**config.mk**
```make
export PLATFORM = sky130hd
export DESIGN_NAME = seq_gen_tx
export DESIGN_NICKNAME = d
export VERILOG_FILES = /design/src/rtl/seq_gen_pkg.sv /design/src/rtl/seq_bit_cnt.sv /design/src/rtl/seq_gen_tx.sv
export SDC_FILE = /design/constraint.sdc
export NUM_CORES = 1
export LEC_CHECK = 0
export ABC_AREA = 1
export CAP_MARGIN = 25
export CORE_MARGIN = 1
export CORE_UTILIZATION = 41
export DETAILED_ROUTE_END_ITERATION = 10
export HOLD_SLACK_MARGIN = 0.06
export MAX_ROUTING_LAYER = met4
export SKIP_LAST_GASP = 1
export SYNTH_ARGS = -nofsm -noshare
export SYNTH_HDL_FRONTEND = slang
export SYNTH_SLANG_ARGS = --single-unit
```
**constraint.sdc**
```tcl
create_clock -name clk -period 2.3 [get_ports clk]
set_clock_uncertainty 0.1 [all_clocks]
set_input_delay 0.46 -clock clk [delete_from_list [all_inputs] [get_ports clk]]
set_output_delay 0.46 -clock clk [all_outputs]
set_load 0.03 [all_outputs]
```
**src/rtl/seq_gen_pkg.sv**
```systemverilog
// seq_gen_pkg: shared FSM state type and length helpers for the serial pattern generator.
package seq_gen_pkg;

    typedef enum logic {IDLE, SEND} state_t;

    function automatic int lw_of(input int w);
        return $clog2(w) + 1;
    endfunction

    // A length of 0, or one longer than the pattern register, means a full-width pattern.
    function automatic int clamp_len(input int l, input int w);
        return (l == 0 || l > w) ? w : l;
    endfunction

endpackage

```
**src/rtl/seq_bit_cnt.sv**
```systemverilog
// seq_bit_cnt: per-frame bit down-counter; zero marks the bit currently on dout as the last.
module seq_bit_cnt #(
    parameter int LW = 4
) (
    input  logic          clk,
    input  logic          rst,
    input  logic          load,
    input  logic [LW-1:0] load_val,
    input  logic          dec,
    output logic [LW-1:0] cnt,
    output logic          zero
);

    assign zero = cnt == '0;

    always_ff @(posedge clk or posedge rst) begin
        if (rst)
            cnt <= '0;
        else if (load)
            cnt <= load_val;
        else if (dec && !zero)
            cnt <= cnt - LW'(1);
    end

endmodule

```
**src/rtl/seq_gen_tx.sv**
```systemverilog
// seq_gen_tx: loads a pattern word and shifts it out MSB-first, once or looping until stopped.
module seq_gen_tx
    import seq_gen_pkg::*;
#(
    parameter  int WIDTH = 8,
    localparam int LW    = lw_of(WIDTH)
) (
    input  logic             clk,
    input  logic             rst,
    input  logic [WIDTH-1:0] din,
    input  logic [LW-1:0]    len,
    input  logic             loop,
    input  logic             load_valid,
    output logic             load_ready,
    input  logic             stop,
    output logic             dout,
    output logic             dout_valid,
    output logic             frame_start,
    output logic             frame_last
);

    state_t           state, nxt;
    logic [WIDTH-1:0] pat, sh, aligned, sh_n;
    logic [LW-1:0]    len_c, plen, cnt, cnt_ld;
    logic             lp, stop_pend, zero, ld, fin, restart, adv, cnt_load;
    logic             dout_n, vld_n, start_n, last_n;

    // Pattern is left-aligned at capture so the first bit always leaves from the MSB.
    assign len_c    = LW'(clamp_len(int'(len), WIDTH));
    assign aligned  = din << (LW'(WIDTH) - len_c);
    assign ld       = state == IDLE && load_valid && load_ready;
    assign fin      = state == SEND && zero;
    assign restart  = fin && lp && !(stop_pend || stop);
    assign adv      = state == SEND && !zero;
    assign cnt_load = ld || restart;
    assign cnt_ld   = (ld ? len_c : plen) - LW'(1);

    seq_bit_cnt #(.LW(LW)) u_cnt (
        .clk      (clk),
        .rst      (rst),
        .load     (cnt_load),
        .load_val (cnt_ld),
        .dec      (adv),
        .cnt      (cnt),
        .zero     (zero)
    );

    always_ff @(posedge clk or posedge rst) begin
        if (rst)
            state <= IDLE;
        else
            state <= nxt;
    end

    always_comb begin
        nxt = state == IDLE ? (ld ? SEND : IDLE) : (fin && !restart ? IDLE : SEND);
    end

    always_comb begin
        dout_n  = ld ? aligned[WIDTH-1] : restart ? pat[WIDTH-1] : adv && sh[WIDTH-1];
        vld_n   = ld || restart || adv;
        start_n = ld || restart;
        last_n  = ld ? len_c == LW'(1) : restart ? plen == LW'(1) : adv && cnt == LW'(1);
        sh_n    = ld ? aligned << 1 : restart ? pat << 1 : sh << 1;
    end

    // A stop is held only while a frame is in flight; the frame boundary consumes it.
    always_ff @(posedge clk or posedge rst) begin
        if (rst) begin
            dout        <= 1'b0;
            dout_valid  <= 1'b0;
            frame_start <= 1'b0;
            frame_last  <= 1'b0;
            load_ready  <= 1'b0;
            stop_pend   <= 1'b0;
            sh          <= '0;
            pat         <= '0;
            plen        <= '0;
            lp          <= 1'b0;
        end else begin
            dout        <= dout_n;
            dout_valid  <= vld_n;
            frame_start <= start_n;
            frame_last  <= last_n;
            load_ready  <= nxt == IDLE;
            stop_pend   <= state == SEND && !fin && (stop_pend || stop);
            sh          <= sh_n;
            if (ld) begin
                pat  <= aligned;
                plen <= len_c;
                lp   <= loop;
            end
        end
    end

endmodule
```
==> run_results.csv, run 1 <==
group,metric,value,unit
clocking,path_clk_slew,0.06,ns
worst_setup_path,start_kind,"input pin",
logic_synthesis,yosys.area.top_type_share,0.4535,
timing,worst_slack,0.1555,ns
place,io_buffer_count,21,
global_routing,grt-ovfl-total,0,
floorplan,die-area,4434,um^2
pwr,vdd_drop_max,0.5986,mV
drt,drt_iter0_markers,108,
clocking,cts_buffers,5,
timing,post-route-period-util,0.9324,
clocking,root_buffer,"clkbuf_8",
layout,drive_gt1_frac,0.1741,
pwr,p_comb_frac,0.417,
logic_synthesis,synth_edf_count,0,
place,dp_cells,289,
logic_synthesis,synthDistinctLibCells,30,
floorplan,initial_core_util,0.4276,
worst_setup_path,crit_start,"len[0]",
global_routing,antenna_found_initial,0,
place,dp_slack,-0.1307,ns
layout,n_antenna_cell,0,
floorplan,num_rows,23,
hold_path,min-delay-start,"lp$_DFFE_PP0P_",
drt,via_per_inst,4.909,
drt,route.vias.total,1458,
floorplan,die_w,66.59,um
hold_path,min_path_cells,2,
worst_setup_path,rrSetupSlack,0.55,ns
clocking,clk_latency,0.29,ns
logic_synthesis,seq_area_frac_synth,0.4535,
place,gp_congestion,0.8416,
floorplan,die_y,66.59,um
layout,area_growth_syn_to_layout,27.87,%
global_routing,grt_usage,0.1964,
pwr,swShare,0.3747,
timing,hold_violations,0,
timing,slew_headroom,0.7424,
drt,avgRoutedWirePerCell,12.29,um
clocking,h-tree-depth,2,
hold_path,min_path_type,"reg -> reg",
clocking,clock_path_buffers,2,
drt,drtAntennaViolNets,0,
worst_setup_path,criticalPathCategory,"in -> reg",
timing,fmax,466.3,MHz
pwr,power.internal,1444,uW
status,outcome,"finished clean",
place,dp_hpwl,2842,um
floorplan,io_pins,22,
pwr,power_frac_seq,0.381,
logic_synthesis,ys.flop_type,"dfrtp_1",
flow_run,maxCapViolCount,0,
layout,fin_nets,268,
worst_setup_path,cp_max_fo,9,
worst_setup_path,reg2regPathDepth,9,
pwr,power.share.clock,0.202,
timing,finalSetupViolations,0,
hold_path,min_delay_worst_endpoint,"lp$_DFFE_PP0P_",
global_routing,grt_pass1_wl,6279,um
drt,drcViolationCount,0,
logic_synthesis,synth_nets,228,
logic_synthesis,syn_area,1710,um^2
drt,drtPass1Iterations,4,
logic_synthesis,synth_area_per_cell,8.303,um^2
timing,slew_violations,0,
timing,rsz0062_at_grt,"no",
timing,min_period,2.145,ns
logic_synthesis,ys_top_cells_by_count,"nand2_1 (48), dfrtp_1 (31), nand3_1 (31), inv_1 (22), o21ai_0 (11)",
worst_setup_path,r2r_start,"u_cnt.cnt[0]$_DFFE_PP0P_",
pwr,power.switching,865.3,uW
pwr,power.density,1056,nW/um^2
clocking,ctsHoldBuffers,0,
global_routing,grt_pass1_vias,1332,
logic_synthesis,postSynthCellCount,206,
global_routing,grt_max_degree,32,
worst_setup_path,cp-end-kind,"register",
logic_synthesis,synth.most_common_cell,"nand2_1",
worst_setup_path,reg2reg_to,"dout$_DFF_PP0_",
logic_synthesis,async_flop_share,1.000,
worst_setup_path,worstPathArrival,2.26,ns
drt,wirelength,3651,um
logic_synthesis,yosysWarningCount,0,
logic_synthesis,synthTopCellsByArea,"dfrtp_1 (45%), nand2_1 (11%), nand3_1 (9.1%)",
clocking,cts_tree,"done",
layout,stdcell_count,297,
worst_setup_path,required,2.41,ns
clocking,clock-sinks,31,
floorplan,core-area,4000,um^2
timing,worstMarginPinSlew,0.3865,ns
logic_synthesis,ys_ff_latch,31,
logic_synthesis,yosysTopAreaCell,"dfrtp_1",
pwr,leakage,0.001088,uW
-- cell families (layout without fill, tap and decap cells) --
logic type,Yosys count,after routing,share of synthesized area
compound gates,22,22,0.07169
fa+ha+maj,5,5,0.03658
simple gates,114,114,0.3431
buf+inv,30,71,0.07461
xor+xnor,4,4,0.02049
flops,31,31,0.4535
-- power by group through the flow --
| stage | Clock, uW | Sequential, uW | Combinational, uW |
|---|---|---|---|
| after global placement | 0 | 882 | 953 |
| after detailed placement | 0 | 888 | 964 |
| after global routing | 503 | 899 | 1100 |
| final | 467 | 879 | 963 |
| after CTS | 476 | 878 | 969 |
| after floorplan | 0 | 936 | 614 |
-- registers in the layout (all words and copies together), names as in the netlist, 4 cells and up --
register / flops
sh: 7
pat: 8
plen: 4
u_cnt.cnt: 4
-- what timing repair did --
| item | CTS | global route |
|---|---|---|
| setup endpoints to repair | 0 | 3 |
| hold endpoints to repair | 0 | 0 |
| resized for setup | 0 | 2 |
| setup buffers | 0 | 0 |
-- critical path, stage by stage --
cell and delay, ns:
clkdlybuf4s50_1 0.58, buf_4 0.22, nand3_4 0.09, ha_1 0.23
xor2_2 0.21, nand2_1 0.12, inv_2 0.13, nand3_1 0.14
nand3_1 0.10
-- metrics by stage --
stage          utilization  power, uW  area (um^2)  hold WS (ns)  setup TNS (ns)
6_report            0.5468       2309         2187        0.3915               0
5_1_grt             0.5468       2499         2187        0.4104               0
4_1_cts             0.5443       2323         2177        0.3958               0
3_5_place_dp        0.5192       1853         2077        0.3788          -1.361
3_3_place_gp        0.5192       1836         2077        0.3711         -0.9498
2_1_floorplan            -       1550         1710        0.3495               0
-- placed cells by master, fill, tap and decap left out, drive strengths merged --
cell type,synthesis,final
a21oi,3,3
and2,1,1
buf,5,17
clkbuf,0,8
clkdlybuf4s50,0,21
dfrtp,31,31
ha,5,5
inv,25,25
nand2,53,53
nand3,35,35
nand4,9,9
nor2,14,14
nor3,1,1
nor4,1,1
o211ai,1,1
o21ai,14,14
o221ai,1,1
o22ai,2,2
o311ai,1,1
xnor2,2,2
xor2,2,2
-- worst max path at each step --
stage	to	slack, ns
after floorplan	dout$_DFF_PP0_	0.23
after global placement	sh[6]$_DFF_PP0_	-0.12
after detailed placement	sh[6]$_DFF_PP0_	-0.13
after CTS	sh[6]$_DFF_PP0_	0.16
after global routing	pat[6]$_DFFE_PP0P_	0.03
final	pat[4]$_DFFE_PP0P_	0.16
-- layer usage --
layer,share of wire,up-vias,GRT usage
met3,0.026,5,0.05137
met2,0.47,12,0.2929
met5,0,-,-
met4,0.012,0,0.06383
met1,0.49,682,0.2585
li1,-,759,-
-- cell type report --
type / count / area (um^2)
well taps: 50 / 62.56
inverters: 25 / 93.84
flip-flops and latches: 31 / 775.7
clock buffers: 8 / 100.1
multi-input cells: 145 / 817.0
repair buffers: 38 / 337.8
fillers: 380 / 1813
Power figures use the tool's default switching activity.
==> run 2, diff against run 1 <==
--- a/config.mk
+++ b/config.mk
@@ -5,13 +5,15 @@
 export SDC_FILE = /design/constraint.sdc
 export NUM_CORES = 1
 export LEC_CHECK = 0
-export ABC_AREA = 1
+export ABC_AREA = 0
 export CAP_MARGIN = 25
 export CORE_MARGIN = 1
-export CORE_UTILIZATION = 41
+export CORE_UTILIZATION = 54
 export DETAILED_ROUTE_END_ITERATION = 10
 export HOLD_SLACK_MARGIN = 0.06
 export MAX_ROUTING_LAYER = met4
+export PLACE_DENSITY = 0.78
+export RECOVER_POWER = 50
 export SKIP_LAST_GASP = 1
 export SYNTH_ARGS = -nofsm -noshare
 export SYNTH_HDL_FRONTEND = slang
==> run 2 against run 1 <==
- final area decreased by 1.8%
- total power decreased by 5.0%
- via count decreased by 4.1%
- flip-flop and latch count unchanged
- sequential share of layout area increased by 0.66 points
- synthesized cell count decreased by 17%
- wire length about the same
- area after synthesis decreased by 1.8%
- largest cell class unchanged
- largest power group unchanged
==> run_results.csv, run 2 <==
group,metric,value,unit
status,outcome,"finished clean",
layout,top_register,"pat",
floorplan,die-area,3336,um^2
logic_synthesis,seq_area_frac_synth,0.4620,
layout,n_antenna_cell,0,
logic_synthesis,ys_top_cells_by_count,"dfrtp_1 (31), nand2_1 (23), nor2_1 (15), mux2i_1 (13), inv_1 (11)",
worst_setup_path,critical_path.max_stage_delay,0.55,ns
clocking,path_clk_slew,0.08,ns
pwr,vdd_drop_max,0.5868,mV
clocking,clock_path_buffers,2,
pwr,swShare,0.3851,
worst_setup_path,start_kind,"input pin",
pwr,power.internal,1349,uW
drt,drtPass1Iterations,4,
place,io_buffer_count,21,
place,dp_slack,-0.4034,ns
global_routing,grt-ovfl-total,0,
timing,slew_violations,0,
layout,area_growth_syn_to_layout,27.87,%
pwr,power.switching,844.7,uW
clocking,clk_latency,0.33,ns
place,dp_hpwl,2774,um
layout,stdcell_count,248,
clocking,cts_buffers,5,
clocking,root_buffer,"clkbuf_4",
logic_synthesis,yosys.area.top_type_share,0.4620,
floorplan,num_rows,19,
timing,finalSetupViolations,0,
timing,min_period,2.193,ns
place,gp_congestion,0.8882,
drt,route.vias.total,1398,
worst_setup_path,cp-end-kind,"register",
logic_synthesis,synth_edf_count,0,
floorplan,die_y,57.76,um
flow_run,maxCapViolCount,0,
pwr,leakage,0.001051,uW
worst_setup_path,criticalPathCategory,"in -> reg",
layout,largest_reg_flops,8,
timing,fmax,455.9,MHz
worst_setup_path,crit_chain,"clkdlybuf4s50_1 > nand2b_4 > ha_2 > xor2_4 > mux2_2 > a21oi_2 > nor2_1",
worst_setup_path,cp_max_fo,6,
clocking,clock-sinks,31,
hold_path,min_path_type,"reg -> reg",
logic_synthesis,ys_ff_latch,31,
clocking,h-tree-depth,2,
pwr,power.share.clock,0.134,
global_routing,antenna_found_initial,0,
global_routing,grt_usage,0.2657,
layout,fin_nets,238,
floorplan,io_pins,22,
floorplan,die_w,57.76,um
timing,post-route-period-util,0.9537,
worst_setup_path,critPathSlowestCell,"clkdlybuf4s50_1",
layout,drive_gt1_frac,0.2074,
pwr,p_total,2194,uW
clocking,cts_tree,"done",
drt,drt_iter0_markers,63,
worst_setup_path,worstPathArrival,2.30,ns
logic_synthesis,yosysWarningCount,0,
pwr,power.density,1022,nW/um^2
global_routing,grt_max_degree,32,
timing,tns,0,ns
worst_setup_path,required,2.41,ns
drt,via_per_inst,5.637,
logic_synthesis,synth_area_per_cell,9.762,um^2
logic_synthesis,synth.most_common_cell,"dfrtp_1",
logic_synthesis,synthDistinctLibCells,41,
timing,worst_slack,0.1065,ns
floorplan,core-area,2853,um^2
timing,hold_violations,0,
timing,rsz0062_at_grt,"no",
drt,wirelength,3648,um
drt,drtAntennaViolNets,0,
drt,avgRoutedWirePerCell,14.71,um
layout,final_cell_mix,"dfrtp_1 (31), nand2_1 (23), buf_4 (22), clkdlybuf4s50_1 (20), nor2_1 (15)",
floorplan,initial_core_util,0.5886,
logic_synthesis,synthTopCellsByArea,"dfrtp_1 (46%), mux2i_1 (7.7%), nand2_1 (5.1%)",
logic_synthesis,async_flop_share,1.000,
place,dp_cells,238,
logic_synthesis,postSynthCellCount,172,
timing,slew_headroom,0.5138,
logic_synthesis,syn_area,1679,um^2
logic_synthesis,yosysTopAreaCell,"dfrtp_1",
layout,layout_commonest_cell,"dfrtp_1",
global_routing,grt_pass1_wl,6451,um
timing,whs,0.3806,ns
timing,worstMarginPinSlew,0.7293,ns
layout,reg.largest.list,"pat x8, sh x7",
pwr,power_frac_seq,0.423,
drt,drcViolationCount,0,
pwr,p_comb_frac,0.443,
logic_synthesis,ys.flop_type,"dfrtp_1",
clocking,ctsHoldBuffers,0,
global_routing,grt_pass1_vias,1500,
logic_synthesis,synth_nets,194,
run 2: kinds of logic (layout without fill, tap and decap cells):
| logic type | after synthesis | count (layout) | share of synthesized area |
|---|---|---|---|
| simple gates | 64 | 64 | 0.1803 |
| compound gates | 32 | 32 | 0.1297 |
| mux | 17 | 17 | 0.1043 |
| fa+ha+maj | 5 | 5 | 0.03726 |
| xor+xnor | 4 | 4 | 0.03205 |
| buf+inv | 19 | 64 | 0.05439 |
| flops | 31 | 31 | 0.4620 |
run 2: power by group through the flow:
stage | Sequential [uW] | Combinational (uW) | Clock (uW)
after floorplan | 952 | 606 | 0
after global placement | 925 | 909 | 0
after detailed placement | 939 | 947 | 0
after CTS | 926 | 957 | 295
after global routing | 956 | 1080 | 317
final | 928 | 971 | 294
run 2: cell type report:
type / count / area, um^2
clock inverters: 1 / 5.005
multi-input cells: 122 / 853.3
inverters: 11 / 41.29
repair buffers: 45 / 387.9
clock buffers: 7 / 45.04
well taps: 31 / 38.79
fillers: 209 / 705.7
flip-flops and latches: 31 / 775.7
run 2: repair_timing:
| action | 4_1_cts | 5_1_grt |
|---|---|---|
| pin swaps | 1 | 1 |
| setup buffers | 1 | 1 |
| setup endpoints to repair | 5 | 11 |
| resized for setup | 1 | 8 |
run 2: final timing paths:
path	from	endpoint	slack [ns]	cells after the start
setup / recovery	len[3]	pat[5]$_DFFE_PP0P_	0.11	7
hold / removal	pat[3]$_DFFE_PP0P_	pat[3]$_DFFE_PP0P_	0.38	2
setup reg to reg	u_cnt.cnt[1]$_DFFE_PP0P_	frame_last$_DFF_PP0_	0.32	6
hold reg to reg	pat[3]$_DFFE_PP0P_	pat[3]$_DFFE_PP0P_	0.38	2
max in group asynchronous	rst	pat[4]$_DFFE_PP0P_	0.96	3
min in group asynchronous	rst	u_cnt.cnt[3]$_DFFE_PP0P_	0.68	3
run 2: per-stage QoR:
step,utilization,cell area (um^2)
CTS,0.7373,2103
global placement,0.7162,2043
global route,0.7526,2147
finish,0.7526,2147
floorplan,-,1679
detailed placement,0.7162,2043
run 2: critical path: cells and delay by family:
kind                     cells  cell delay (ns)
AO/OA/AOI/OAI                1             0.17
adder cells (fa/ha/maj)      1             0.23
XOR/XNOR                     1             0.25
buffers and inverters        1             0.55
AND/OR/NAND/NOR              2             0.25
multiplexers                 1             0.38
run 2: layer usage:
layer | share of wire | up-vias | GRT usage
met3 | 0.020 | 6 | 0.04911
met1 | 0.41 | 690 | 0.2969
met4 | 0.013 | 0 | 0.07823
li1 | - | 687 | -
met5 | 0 | - | -
met2 | 0.55 | 15 | 0.4834
==> run 3, diff against run 2 <==
--- a/config.mk
+++ b/config.mk
@@ -6,10 +6,11 @@
 export NUM_CORES = 1
 export LEC_CHECK = 0
 export ABC_AREA = 0
-export CAP_MARGIN = 25
+export CAP_MARGIN = 20
 export CORE_MARGIN = 1
 export CORE_UTILIZATION = 54
 export DETAILED_ROUTE_END_ITERATION = 10
+export GPL_ROUTABILITY_DRIVEN = 0
 export HOLD_SLACK_MARGIN = 0.06
 export MAX_ROUTING_LAYER = met4
 export PLACE_DENSITY = 0.78
==> results of run 3 <==
No change in the layout: final DEF, timing and power equal those of run 2.
